[src/rtl/icache_bank_ctrl_responder_if.sv]
// Request/acknowledge bus between the shared-icache control unit and one bank responder.
// The control unit is the master; each bank responder is a slave.
interface icache_bank_ctrl_responder_if;
    logic        ctrl_req_enable;
    logic        ctrl_ack_enable;
    logic        ctrl_req_disable;
    logic        ctrl_ack_disable;
    logic        ctrl_flush_req;
    logic        ctrl_flush_ack;
    logic        sel_flush_req;
    logic        sel_flush_ack;
    logic [31:0] sel_flush_addr;

    modport master (
        output ctrl_req_enable, ctrl_req_disable, ctrl_flush_req, sel_flush_req, sel_flush_addr,
        input  ctrl_ack_enable, ctrl_ack_disable, ctrl_flush_ack, sel_flush_ack
    );

    modport slave (
        input  ctrl_req_enable, ctrl_req_disable, ctrl_flush_req, sel_flush_req, sel_flush_addr,
        output ctrl_ack_enable, ctrl_ack_disable, ctrl_flush_ack, sel_flush_ack
    );
endinterface

[src/rtl/icache_bank_ctrl_responder.sv]
// Per-bank control responder: serialises enable/disable/flush/selective-flush requests,
// drains the bank, invalidates tag lines and pulses one ack per request.
// Optional statistics counters are built when ICACHE_BANK_STAT_EN is defined.
module icache_bank_ctrl_responder #(
    parameter int unsigned NB_SETS    = 128,
    parameter int unsigned NB_WAYS    = 4,
    parameter int unsigned SET_ID_LSB = 4,
    localparam int unsigned SET_ID_WIDTH = $clog2(NB_SETS)
) (
    input  logic                        clk_i,
    input  logic                        rst_ni,
    icache_bank_ctrl_responder_if.slave ctrl,
    output logic                        cache_enabled_o,
    output logic                        fetch_block_o,
    input  logic                        bank_idle_i,
    output logic                        tag_req_o,
    output logic [SET_ID_WIDTH-1:0]     tag_addr_o,
    output logic [NB_WAYS-1:0]          tag_way_be_o,
    input  logic                        tag_gnt_i
`ifdef ICACHE_BANK_STAT_EN
    ,
    input  logic                        hit_i,
    input  logic                        miss_i,
    input  logic                        trans_i,
    input  logic                        ctrl_clear_regs_i,
    input  logic                        ctrl_enable_regs_i,
    output logic [31:0]                 ctrl_hit_count_o,
    output logic [31:0]                 ctrl_trans_count_o,
    output logic [31:0]                 ctrl_miss_count_o
`endif
);

    typedef enum logic [2:0] {
        S_IDLE,
        S_DRAIN,
        S_WALK,
        S_SEL,
        S_ACK,
        S_WAIT_DROP
    } state_e;

    typedef enum logic [1:0] {
        R_ENABLE,
        R_DISABLE,
        R_FLUSH,
        R_SEL
    } req_e;

    // One extra bit so the counter never has to wrap at the last set.
    localparam logic [SET_ID_WIDTH:0] CNT_LAST = (SET_ID_WIDTH + 1)'(NB_SETS - 1);

    state_e                  state_q, state_d;
    req_e                    req_q, pick;
    logic                    pick_valid;
    logic                    served_req;
    logic                    last_grant;
    logic [SET_ID_WIDTH-1:0] set_q;
    logic [SET_ID_WIDTH:0]   cnt_q;
    logic                    enabled_q;

    // Priority among pending requests: disable > enable > flush > sel_flush.
    always_comb begin
        // NOTE: every combinational output gets a default first so no path infers a latch.
        pick_valid = 1'b1;
        pick       = R_DISABLE;
        if (ctrl.ctrl_req_disable)     pick = R_DISABLE;
        else if (ctrl.ctrl_req_enable) pick = R_ENABLE;
        else if (ctrl.ctrl_flush_req)  pick = R_FLUSH;
        else if (ctrl.sel_flush_req)   pick = R_SEL;
        else                           pick_valid = 1'b0;
    end

    always_comb begin
        served_req = 1'b0;
        unique case (req_q)
            R_ENABLE:  served_req = ctrl.ctrl_req_enable;
            R_DISABLE: served_req = ctrl.ctrl_req_disable;
            R_FLUSH:   served_req = ctrl.ctrl_flush_req;
            R_SEL:     served_req = ctrl.sel_flush_req;
            default:   served_req = 1'b0;
        endcase
    end

    assign last_grant = (cnt_q == CNT_LAST) && tag_gnt_i;

    always_ff @(posedge clk_i) begin
        // NOTE: sequential state uses non-blocking assignments only.
        if (!rst_ni) state_q <= S_IDLE;
        else         state_q <= state_d;
    end

    always_comb begin
        state_d = state_q;
        unique case (state_q)
            S_IDLE: begin
                if (pick_valid) begin
                    if (pick == R_ENABLE && enabled_q) state_d = S_ACK;
                    else                               state_d = S_DRAIN;
                end
            end
            S_DRAIN: begin
                if (bank_idle_i) begin
                    unique case (req_q)
                        R_DISABLE: state_d = S_ACK;
                        R_SEL:     state_d = S_SEL;
                        default:   state_d = S_WALK;
                    endcase
                end
            end
            S_WALK:      if (last_grant) state_d = S_ACK;
            S_SEL:       if (tag_gnt_i)  state_d = S_ACK;
            S_ACK:       state_d = S_WAIT_DROP;
            S_WAIT_DROP: if (!served_req) state_d = S_IDLE;
            default:     state_d = S_IDLE;
        endcase
    end

    always_ff @(posedge clk_i) begin
        // NOTE: req_q and set_q are only read after being loaded; they are reset anyway so
        // tag_addr_o never shows X out of reset.
        if (!rst_ni) begin
            req_q     <= R_ENABLE;
            set_q     <= '0;
            cnt_q     <= '0;
            enabled_q <= 1'b0;
        end else begin
            if (state_q == S_IDLE && pick_valid) begin
                req_q <= pick;
                set_q <= ctrl.sel_flush_addr[SET_ID_LSB +: SET_ID_WIDTH];
            end

            if (state_q == S_DRAIN)                 cnt_q <= '0;
            else if (state_q == S_WALK && tag_gnt_i) cnt_q <= cnt_q + 1'b1;

            if (state_q == S_DRAIN && bank_idle_i && req_q == R_DISABLE)
                enabled_q <= 1'b0;
            // An enable only turns lookups on once the whole array has been invalidated.
            if (state_q == S_WALK && last_grant && req_q == R_ENABLE)
                enabled_q <= 1'b1;
        end
    end

    always_comb begin
        fetch_block_o        = 1'b0;
        tag_req_o            = 1'b0;
        tag_addr_o           = set_q;
        tag_way_be_o         = '1;
        ctrl.ctrl_ack_enable  = 1'b0;
        ctrl.ctrl_ack_disable = 1'b0;
        ctrl.ctrl_flush_ack   = 1'b0;
        ctrl.sel_flush_ack    = 1'b0;
        unique case (state_q)
            S_DRAIN: fetch_block_o = 1'b1;
            S_WALK: begin
                fetch_block_o = 1'b1;
                tag_req_o     = 1'b1;
                tag_addr_o    = cnt_q[SET_ID_WIDTH-1:0];
            end
            S_SEL: begin
                fetch_block_o = 1'b1;
                tag_req_o     = 1'b1;
            end
            S_ACK: begin
                fetch_block_o         = 1'b1;
                ctrl.ctrl_ack_enable  = (req_q == R_ENABLE);
                ctrl.ctrl_ack_disable = (req_q == R_DISABLE);
                ctrl.ctrl_flush_ack   = (req_q == R_FLUSH);
                ctrl.sel_flush_ack    = (req_q == R_SEL);
            end
            default: ;
        endcase
    end

    assign cache_enabled_o = enabled_q;

`ifdef ICACHE_BANK_STAT_EN
    localparam logic [31:0] STAT_MAX = 32'hFFFF_FFFF;

    // Clear wins over counting; each counter sticks at its maximum.
    always_ff @(posedge clk_i) begin
        if (!rst_ni || ctrl_clear_regs_i) begin
            ctrl_hit_count_o   <= '0;
            ctrl_trans_count_o <= '0;
            ctrl_miss_count_o  <= '0;
        end else if (ctrl_enable_regs_i) begin
            if (hit_i && ctrl_hit_count_o != STAT_MAX)
                ctrl_hit_count_o <= ctrl_hit_count_o + 32'd1;
            if (trans_i && ctrl_trans_count_o != STAT_MAX)
                ctrl_trans_count_o <= ctrl_trans_count_o + 32'd1;
            if (miss_i && ctrl_miss_count_o != STAT_MAX)
                ctrl_miss_count_o <= ctrl_miss_count_o + 32'd1;
        end
    end
`endif

endmodule
[src/flat_wrapper.sv]
// flat-port wrapper written by rule: the top's interface ports become plain ports
module icache_bank_ctrl_responder_flat 
#(
    parameter int unsigned NB_SETS    = 128,
    parameter int unsigned NB_WAYS    = 4,
    parameter int unsigned SET_ID_LSB = 4,
    localparam int unsigned SET_ID_WIDTH = $clog2(NB_SETS)
)
  (clk_i, rst_ni, cache_enabled_o, fetch_block_o, bank_idle_i, tag_req_o, tag_addr_o, tag_way_be_o, tag_gnt_i, ctrl_ctrl_req_enable, ctrl_ctrl_req_disable, ctrl_ctrl_flush_req, ctrl_sel_flush_req, ctrl_sel_flush_addr, ctrl_ctrl_ack_enable, ctrl_ctrl_ack_disable, ctrl_ctrl_flush_ack, ctrl_sel_flush_ack);
  icache_bank_ctrl_responder_if ctrl_i ();
  input  logic clk_i;
  input  logic rst_ni;
  output logic cache_enabled_o;
  output logic fetch_block_o;
  input  logic bank_idle_i;
  output logic tag_req_o;
  output logic [SET_ID_WIDTH-1:0] tag_addr_o;
  output logic [NB_WAYS-1:0] tag_way_be_o;
  input  logic tag_gnt_i;
  input wire logic [$bits(ctrl_i.ctrl_req_enable)-1:0] ctrl_ctrl_req_enable;
  input wire logic [$bits(ctrl_i.ctrl_req_disable)-1:0] ctrl_ctrl_req_disable;
  input wire logic [$bits(ctrl_i.ctrl_flush_req)-1:0] ctrl_ctrl_flush_req;
  input wire logic [$bits(ctrl_i.sel_flush_req)-1:0] ctrl_sel_flush_req;
  input wire logic [$bits(ctrl_i.sel_flush_addr)-1:0] ctrl_sel_flush_addr;
  output wire logic [$bits(ctrl_i.ctrl_ack_enable)-1:0] ctrl_ctrl_ack_enable;
  output wire logic [$bits(ctrl_i.ctrl_ack_disable)-1:0] ctrl_ctrl_ack_disable;
  output wire logic [$bits(ctrl_i.ctrl_flush_ack)-1:0] ctrl_ctrl_flush_ack;
  output wire logic [$bits(ctrl_i.sel_flush_ack)-1:0] ctrl_sel_flush_ack;
  assign ctrl_i.ctrl_req_enable = ctrl_ctrl_req_enable;
  assign ctrl_i.ctrl_req_disable = ctrl_ctrl_req_disable;
  assign ctrl_i.ctrl_flush_req = ctrl_ctrl_flush_req;
  assign ctrl_i.sel_flush_req = ctrl_sel_flush_req;
  assign ctrl_i.sel_flush_addr = ctrl_sel_flush_addr;
  assign ctrl_ctrl_ack_enable = ctrl_i.ctrl_ack_enable;
  assign ctrl_ctrl_ack_disable = ctrl_i.ctrl_ack_disable;
  assign ctrl_ctrl_flush_ack = ctrl_i.ctrl_flush_ack;
  assign ctrl_sel_flush_ack = ctrl_i.sel_flush_ack;
  icache_bank_ctrl_responder #(.NB_SETS(NB_SETS), .NB_WAYS(NB_WAYS), .SET_ID_LSB(SET_ID_LSB)) u_core (.clk_i(clk_i), .rst_ni(rst_ni), .ctrl(ctrl_i), .cache_enabled_o(cache_enabled_o), .fetch_block_o(fetch_block_o), .bank_idle_i(bank_idle_i), .tag_req_o(tag_req_o), .tag_addr_o(tag_addr_o), .tag_way_be_o(tag_way_be_o), .tag_gnt_i(tag_gnt_i));
endmodule
[config.mk]
export PLATFORM = sky130hd
export DESIGN_NAME = icache_bank_ctrl_responder_flat
export DESIGN_NICKNAME = d
export VERILOG_FILES = /design/src/rtl/icache_bank_ctrl_responder_if.sv /design/src/rtl/icache_bank_ctrl_responder.sv /design/src/flat_wrapper.sv
export SDC_FILE = /design/constraint.sdc
export NUM_CORES = 1
export LEC_CHECK = 0
export CAP_MARGIN = 25
export CORE_MARGIN = 1.5
export CORE_UTILIZATION = 35
export DETAILED_ROUTE_END_ITERATION = 10
export PLACE_DENSITY = 0.71
export SLEW_MARGIN = 40
export SYNTH_ARGS = -nofsm -noshare
export SYNTH_HDL_FRONTEND = slang
export SYNTH_SLANG_ARGS = --single-unit
[constraint.sdc]
create_clock -name clk_i -period 1.4 [get_ports clk_i]
set_clock_uncertainty 0.2 [all_clocks]
set_input_delay 0.21 -clock clk_i [delete_from_list [all_inputs] [get_ports clk_i]]
set_output_delay 0.21 -clock clk_i [all_outputs]
set_load 0.02 [all_outputs]
-- Word level (Yosys, flattened, before mapping)
Cells that the tools add are included.
- bits in registers: 21
- input bits: 40
- add/sub/neg operators: 1
- equal/unequal tests: 14
- multiplexer cells: 26
- bitwise gates (word level): 1
- reduce and logical (&&, ||, !) cells: 16
- operators by type and width (operator ; number):
    $mux 3 ; 6
    $pmux 3 s6 ; 1
    $mux 1 ; 12
    $add 8x1->8 const B ; 1
    $eq 8x7->1 const B ; 1
    $logic_and 1x1->1 ; 8
    $mux 2 ; 4
    $mux 7 ; 1
    $eq 3x2->1 const B ; 2
    $eq 3x3->1 const B ; 2
    $ne 2x2->1 const B ; 3
    $pmux 3 s2 ; 1
    $reduce_and 5->1 ; 1
    $eq 2x2->1 const B ; 2
    $logic_not 2->1 ; 2
    $ne 2x1->1 const B ; 2
    $pmux 1 s4 ; 1
    $reduce_or 2->1 ; 2
    $reduce_or 4->1 ; 1
    $eq 3x1->1 const B ; 1
    $logic_not 3->1 ; 1
    $eq 2x1->1 const B ; 1
    $reduce_bool 2->1 ; 1
    $not 1->1 ; 1

-- Logic depth before layout (Yosys ltp)
Gate-level depths: netlist of run 1.
- depth in word-level cells: 9
- depth in mapped cells: 6

-- Least setup slack after synthesis of run 1
Ideal clock, no wire load.
- path type: reg2out
- start: reg u_core.state_q[2]
- end: out tag_addr_o[0]
- arrival time: 1223 ps
- setup slack: -233 ps
- cell stages (with the launch flop): 4
- cells stage by stage: dfxtp_1 buf_4 nor3b_4 mux2_2
- cells in the longest elaborated chain, start to end: 2
- RTL lines (element ; RTL line ; RTL):
    start, declared ; icache_bank_ctrl_responder.sv:52 ; state_e state_q, state_d;
    start signal, assigned ; icache_bank_ctrl_responder.sv:89 ; else state_q <= state_d;
    $eq 3x2->1 ; icache_bank_ctrl_responder.sv:152 ; unique case (state_q)
    $mux 7 ; icache_bank_ctrl_responder.sv:152 ;
    end, declared ; flat_wrapper.sv:17 ; output logic [SET_ID_WIDTH-1:0] tag_addr_o;
No other way between the ends.

-- Final worst setup path of run 1
- start: reg u_core.state_q[2]
- end: out tag_addr_o[5]
The elaborated chain is that of the path after synthesis.

==> results.sh, run 1 <==
export IMPL_outcome="complete, but fails checks"
export IMPL_violations="setup timing"
export IMPL_cts_tree="built"
export IMPL_finalSetupTns_ps=-14480
export IMPL_dr_pass1_iters=4
export IMPL_fin_util_pct=65.3
export IMPL_p_per_area_nw_per_um2=1660
export IMPL_avgSynthCellArea_sq_um=8.98
export IMPL_worstPathRequired_ps=990
export IMPL_cp_top_family="buffers and inverters"
export IMPL_start_kind="flop"
export IMPL_hold_path_class="primary input to flop"
export IMPL_synthTopCellsByArea="dfxtp_1 (33%), mux2i_1 (9.6%), mux2_2 (6.3%)"
export IMPL_overflow=0
export IMPL_fin_ws_ps=-590
export IMPL_synthDistinctLibCells=39
export IMPL_grt_start_max_net_pins=13
export IMPL_insertedDiodeCount=0
export IMPL_first_iter_violations=45
export IMPL_cts_hold_buf=0
export IMPL_fin_cells=259
export IMPL_num_vias=1307
export IMPL_placed_cells=242
export IMPL_synth_warnings=0
export IMPL_synth_top_area_share_pct=33.4
export IMPL_synth_common_cells="dfxtp_1 (21), nor2_1 (17), mux2i_1 (12), nor2b_1 (10), buf_4 (8)"
export IMPL_placed_cell_area_sq_um=1840
export IMPL_power_leakage_nw=0.935
export IMPL_finalMaxSlewViolations=0
export IMPL_first_global_vias=1289
export IMPL_fin_crit_sh_pct=142
export IMPL_dp_hpwl_um=2420
export IMPL_clk_latency_ps=330
export IMPL_r2r_slack_ps=-460
export IMPL_die_h_um=62.9
export IMPL_setup_viol=34
export IMPL_clockRootBuffer="clkbuf_4"
export IMPL_cpMaxStageDelayCell="dfxtp_2"
export IMPL_synth_edf_count=0
export IMPL_synth_seq_area_share_pct=33.4
export IMPL_syn_cell_area_sq_um=1260
export IMPL_coreArea_sq_um=3390
export IMPL_cts_sinks=21
export IMPL_worst_path_max_fanout=5
export IMPL_drv_cap=0
export IMPL_ys_async_sr_fraction_pct=0
export IMPL_arrival_ps=1580
export IMPL_reg2reg_to="u_core.cnt_q[4]$_SDFFE_PP0P_"
export IMPL_period_minus_slack_ps=1990
export IMPL_rows=21
export IMPL_holdPathStages=3
export IMPL_final_cell_area_sq_um=2210
export IMPL_critical_path_buf_inv_count=3
export IMPL_cpPeakStageDelay_ps=360
export IMPL_crit_path_end_kind="output pin"
export IMPL_dieArea_sq_um=3960
export IMPL_antenna_left=0
export IMPL_layout_drive_gt1_share_pct=48.8
export IMPL_yosys_cell_count_top_type="dfxtp_1"
export IMPL_routedWlPerCell_um=15.0
export IMPL_synthCells=140
export IMPL_io_buffer_count=28
export IMPL_fin_nets=255
export IMPL_ff2ff_path_depth=9
export IMPL_cts_inserted_buffers=3
export IMPL_initial_core_util_pct=37.1
export IMPL_dieWidth_um=62.9
export IMPL_fmax_ghz=0.503
export IMPL_rr_startpoint="u_core.state_q[2]$_SDFFE_PN0P_"
export IMPL_place_ws_ps=-619
export IMPL_clockBufferDepth=2
export IMPL_antenna_found_initial=0
export IMPL_crit_chain="nor3b_4, buf_6, buf_12, mux2_4, buf_6"
export IMPL_rsz0062_at_grt="yes"
export IMPL_hold_end="u_core.set_q[1]$_SDFFE_PN0P_"
export IMPL_yosys_area_top_type="dfxtp_1"
export IMPL_io_pins=58
export IMPL_holdCritStartpoint="ctrl_sel_flush_addr[5]"
export IMPL_synth_main_ff_cell="dfxtp_1"
export IMPL_remaining_drc_errors=0
export IMPL_grtUsageTotal_pct=19.8
export IMPL_clkTransAtPathRegs_ps=130
export IMPL_routed_via_density=5.05
export IMPL_htreeDepth=1
export IMPL_syn_to_final_growth_pct=76.1
export IMPL_worst_path_most_repeated_cell="buf_6"
export IMPL_hold_viol=0
export IMPL_wl_um=3880
export IMPL_gp_congestion=0.832
export IMPL_grt_pass1_wl_um=6180
export IMPL_ys_ff_latch=21
export IMPL_crit_type="flop to output pin"
export IMPL_peakVddDrop_mv=0.861
## registers in the layout, summed over array words and instances (netlist names)
name                    cells
u_core.cache_enabled_o      1
u_core.cnt_q                8
u_core.req_q                2
u_core.set_q                7
u_core.state_q              3
## placed cells by master, fill, tap and decap left out, types with 4 or more instances in the layout
cell	Yosys	layout
buf_4	8	37
buf_6	2	24
dfxtp_1	21	17
nor2_1	17	14
clkdlybuf4s50_1	0	14
mux2i_1	12	11
nor2b_1	10	9
mux2_4	0	7
xor2_1	6	6
nand2_1	7	4
nand4_1	4	4
conb_1	1	4
## what timing repair did
item / CTS / global route
pin swaps: 13 / 13
cloned: 2 / 0
setup endpoints to repair: 35 / 35
buffers inserted: 7 / 5
resized for setup: 109 / 25
## stage by stage
stage               hold slack, ps  power [mW]
floorplan                      138        1.95
global placement               286        2.59
detailed placement             305        2.63
CTS                            295        3.43
global route                   316        3.86
finish                         293        3.67
## how the worst max path moves through the flow
stage	from	endpoint	slack, ps	cells past startpoint
4_1_cts	u_core.state_q[2]$_SDFFE_PN0P_	tag_addr_o[3]	-590	5
6_report	u_core.state_q[2]$_SDFFE_PN0P_	tag_addr_o[5]	-590	5
2_1_floorplan	u_core.state_q[2]$_SDFFE_PN0P_	tag_addr_o[0]	-230	3
3_5_place_dp	u_core.state_q[1]$_SDFFE_PN0P_	ctrl_ctrl_ack_enable	-620	5
3_3_place_gp	u_core.state_q[0]$_SDFFE_PN0P_	tag_addr_o[6]	-590	4
5_1_grt	u_core.state_q[2]$_SDFFE_PN0P_	tag_addr_o[4]	-660	5
## routing by layer
metal / wire, um / part of all wire, % / vias to the layer above / GRT usage, %
met1: 1570 / 40 / 628 / 22.6
met3: 155 / 4.0 / 10 / 3.06
li1: - / - / 632 / -
met2: 2040 / 53 / 37 / 35.0
met4: 111 / 2.9 / 0 / 11.1
met5: 0 / 0 / - / 0
## cell type report
| cell class | instances | area, sq um |
|---|---|---|
| Fill cell | 267 | 1170 |
| Multi-Input combinational cell | 107 | 927 |
| Timing Repair Buffer | 79 | 767 |
| Sequential cell | 21 | 428 |
| Tap cell | 46 | 57.6 |
| Clock buffer | 3 | 22.5 |
| Inverter | 2 | 7.51 |
| Clock inverter | 1 | 5.00 |
## worst register-to-register path, delay by kind of cell (launching register included)
kind,cells,cell delay (ps)
flip-flops,1,360
buffers and inverters,5,640
AND/OR/NAND/NOR,3,470
XOR/XNOR,1,150
## cells by family after synthesis
logic type	share of synthesized area [%]
muxes	15.8
other	0.298
xor gates and xnor gates	5.57
buffers and inverters	8.26
adders and majority gates	0.995
AOI/OAI and AO/OA	8.96
and+or+nand+nor	26.7
DFF	33.4
## power by group
group	internal (mW)	leakage [nW]	switching, mW
Combinational	1.39	0.744	1.10
Sequential	0.737	0.174	0.130
Clock	0.107	0.0177	0.208
Total	2.23	0.935	1.44
(Power assumes the default switching activity.)
==> run 2: changes to the inputs <==
--- a/config.mk
+++ b/config.mk
@@ -9,6 +9,7 @@
 export CORE_MARGIN = 1.5
 export CORE_UTILIZATION = 35
 export DETAILED_ROUTE_END_ITERATION = 10
+export GPL_TIMING_DRIVEN = 0
 export PLACE_DENSITY = 0.71
 export SLEW_MARGIN = 40
 export SYNTH_ARGS = -nofsm -noshare
==> run 2 against run 1 <==
Compared with the run above: fmax down 2.8%; combinational power down 3%; first-iteration DRC count up 4.4%; die area unchanged; global-route usage down 2.0 points; the run still ends with setup timing left; sequential power down 6.6%; largest cell class unchanged; routed wire length down 8.3%; critical path type unchanged; critical path depth up 3; worst hold slack better by 18 ps; flip-flop and latch count unchanged; register-to-register slack worse by 60 ps; largest power group unchanged; clock-buffer cell count unchanged.
==> results.sh, run 2 (synthesized netlist as in run 1, its figures left out) <==
export IMPL_setup_viol=33
export IMPL_clk_latency_ps=310
export IMPL_fmax_ghz=0.489
export IMPL_arrival_ps=1640
export IMPL_switching_power_mw=1.39
export IMPL_finalSetupTns_ps=-15470
export IMPL_fin_crit_sh_pct=146
export IMPL_start_kind="flop"
export IMPL_regMostFlops="u_core.cnt_q"
export IMPL_nFillCells=292
export IMPL_io_buffer_count=28
export IMPL_reg2reg_to="u_core.state_q[1]$_SDFFE_PN0P_"
export IMPL_crit_path_end_kind="output pin"
export IMPL_top_usage_layer="met2"
export IMPL_grt_start_max_net_pins=14
export IMPL_grtUsageMet1_pct=20.3
export IMPL_cts_tree="built"
export IMPL_dr_pass1_iters=4
export IMPL_insertedDiodeCount=0
export IMPL_met3_usage_pct=5.77
export IMPL_dp_hpwl_um=2150
export IMPL_cts_sinks=21
export IMPL_placed_cell_area_sq_um=1650
export IMPL_routed_via_density=5.09
export IMPL_power_leakage_nw=0.833
export IMPL_cts_inserted_buffers=3
export IMPL_switching_share_pct=39.5
export IMPL_hold_path_class="primary input to flop"
export IMPL_layout_drive_gt1_share_pct=44.9
export IMPL_p_int_mw=2.13
export IMPL_hold_worst_slack_ps=312
export IMPL_fin_cells=244
export IMPL_wl_um=3560
export IMPL_fin_util_pct=60.6
export IMPL_outcome="complete, but fails checks"
export IMPL_top_regs="u_core.cnt_q: 8 flops, u_core.set_q: 7 flops, u_core.state_q: 3 flops"
export IMPL_pwr_share_comb_pct=68.2
export IMPL_rsz0062_at_grt="yes"
export IMPL_finalMaxSlewViolations=0
export IMPL_placed_cells=217
export IMPL_met2_usage_pct=31.6
export IMPL_holdCritStartpoint="ctrl_sel_flush_addr[8]"
export IMPL_worstPathRequired_ps=990
export IMPL_clkTransAtPathRegs_ps=130
export IMPL_first_iter_violations=47
export IMPL_ff2ff_path_depth=9
export IMPL_die_h_um=62.9
export IMPL_clockRootBuffer="clkbuf_4"
export IMPL_rows=21
export IMPL_clkPwrFrac_pct=8.8
export IMPL_dieArea_sq_um=3960
export IMPL_remaining_drc_errors=0
export IMPL_crit_type="flop to output pin"
export IMPL_largest_register_ffs=8
export IMPL_hold_viol=0
export IMPL_final_cell_area_sq_um=2060
export IMPL_rr_startpoint="u_core.state_q[1]$_SDFFE_PN0P_"
export IMPL_antenna_left=0
export IMPL_fin_ws_ps=-647
export IMPL_final_common_cell="buf_6"
export IMPL_final_cell_mix="buf_6 (29), buf_4 (17), dfxtp_1 (17), clkdlybuf4s50_1 (14), mux2i_1 (11)"
export IMPL_htreeDepth=1
export IMPL_peakVddDrop_mv=0.926
export IMPL_fin_nets=240
export IMPL_r2r_slack_ps=-520
export IMPL_antenna_found_initial=0
export IMPL_seq_power_share_pct=23.0
export IMPL_io_pins=58
export IMPL_routedWlPerCell_um=14.6
export IMPL_violations="setup timing"
export IMPL_gp_congestion=0.873
export IMPL_coreArea_sq_um=3390
export IMPL_period_minus_slack_ps=2050
export IMPL_num_vias=1242
export IMPL_clockBufferDepth=2
export IMPL_worst_path_max_fanout=4
export IMPL_drv_cap=0
export IMPL_hold_end="u_core.set_q[4]$_SDFFE_PN0P_"
export IMPL_syn_to_final_growth_pct=63.5
export IMPL_grtUsageTotal_pct=17.8
export IMPL_initial_core_util_pct=37.1
export IMPL_p_per_area_nw_per_um2=1710
export IMPL_overflow=0
export IMPL_dieWidth_um=62.9
export IMPL_grt_pass1_wl_um=5680
export IMPL_holdPathStages=3
export IMPL_p_total_mw=3.52
export IMPL_first_global_vias=1223
export IMPL_place_ws_ps=-888
[run 2: cell count changes in the layout (fill, tap and decap cells not counted), moves of 3 or more]
cell and change:
nor2_2 +6, nand3_1 +3, buf_6 +5, buf_4 -20, nor2_1 -7
[run 2: power groups by stage]
stage	registers (mW)	logic (mW)	clock network, mW
finish	0.810	2.40	0.309
detailed placement	0.815	1.59	0
floorplan	0.793	1.16	0
global route	0.822	2.55	0.348
CTS	0.806	2.11	0.320
global placement	0.808	1.56	0
[run 2: final cells by class]
| cell class | count | area [sq um] | share of cell area, % |
|---|---|---|---|
| inverter | 2 | 7.51 | 0.365 |
| clock buffer | 3 | 22.5 | 1.10 |
| clock inverter | 1 | 7.51 | 0.365 |
| tap | 46 | 57.6 | 2.80 |
| sequential | 21 | 425 | 20.7 |
| timing repair buffer | 52 | 532 | 25.9 |
| multi-input combinational | 107 | 900 | 43.8 |
| buffer | 12 | 104 | 5.05 |
[run 2: routing by layer]
layer,part of all wire [%],wire [um]
met2,51,1810
met3,5.3,188
met5,0,0
met1,41,1470
met4,2.4,84
[run 2: how the worst max path moves through the flow]
stage	startpoint	end	slack, ps	cells past startpoint
after floorplan	u_core.state_q[2]$_SDFFE_PN0P_	tag_addr_o[0]	-230	3
after global placement	u_core.state_q[1]$_SDFFE_PN0P_	tag_addr_o[4]	-840	4
after detailed placement	u_core.state_q[1]$_SDFFE_PN0P_	tag_addr_o[5]	-890	4
after CTS	u_core.state_q[2]$_SDFFE_PN0P_	tag_addr_o[1]	-730	6
after global routing	u_core.state_q[1]$_SDFFE_PN0P_	ctrl_ctrl_ack_enable	-730	8
final	u_core.state_q[1]$_SDFFE_PN0P_	ctrl_ctrl_ack_enable	-650	8
[run 2: what timing repair did]
item                                    4_1_cts  5_1_grt
pin swaps                                     6       19
hold buffers                                  0        0
cloned                                        1        0
setup buffers                                15        9
gates resized for setup                     106       24
endpoints found under the setup margin       34       35
[run 2: critical path, cell delays in order (launching register included)]
cell and delay (ps):
dfxtp_2 350, buf_6 110, buf_6 110, buf_6 110, nor2_4 140, nand2_4 90
buf_6 120, nor3_2 130, buf_4 160
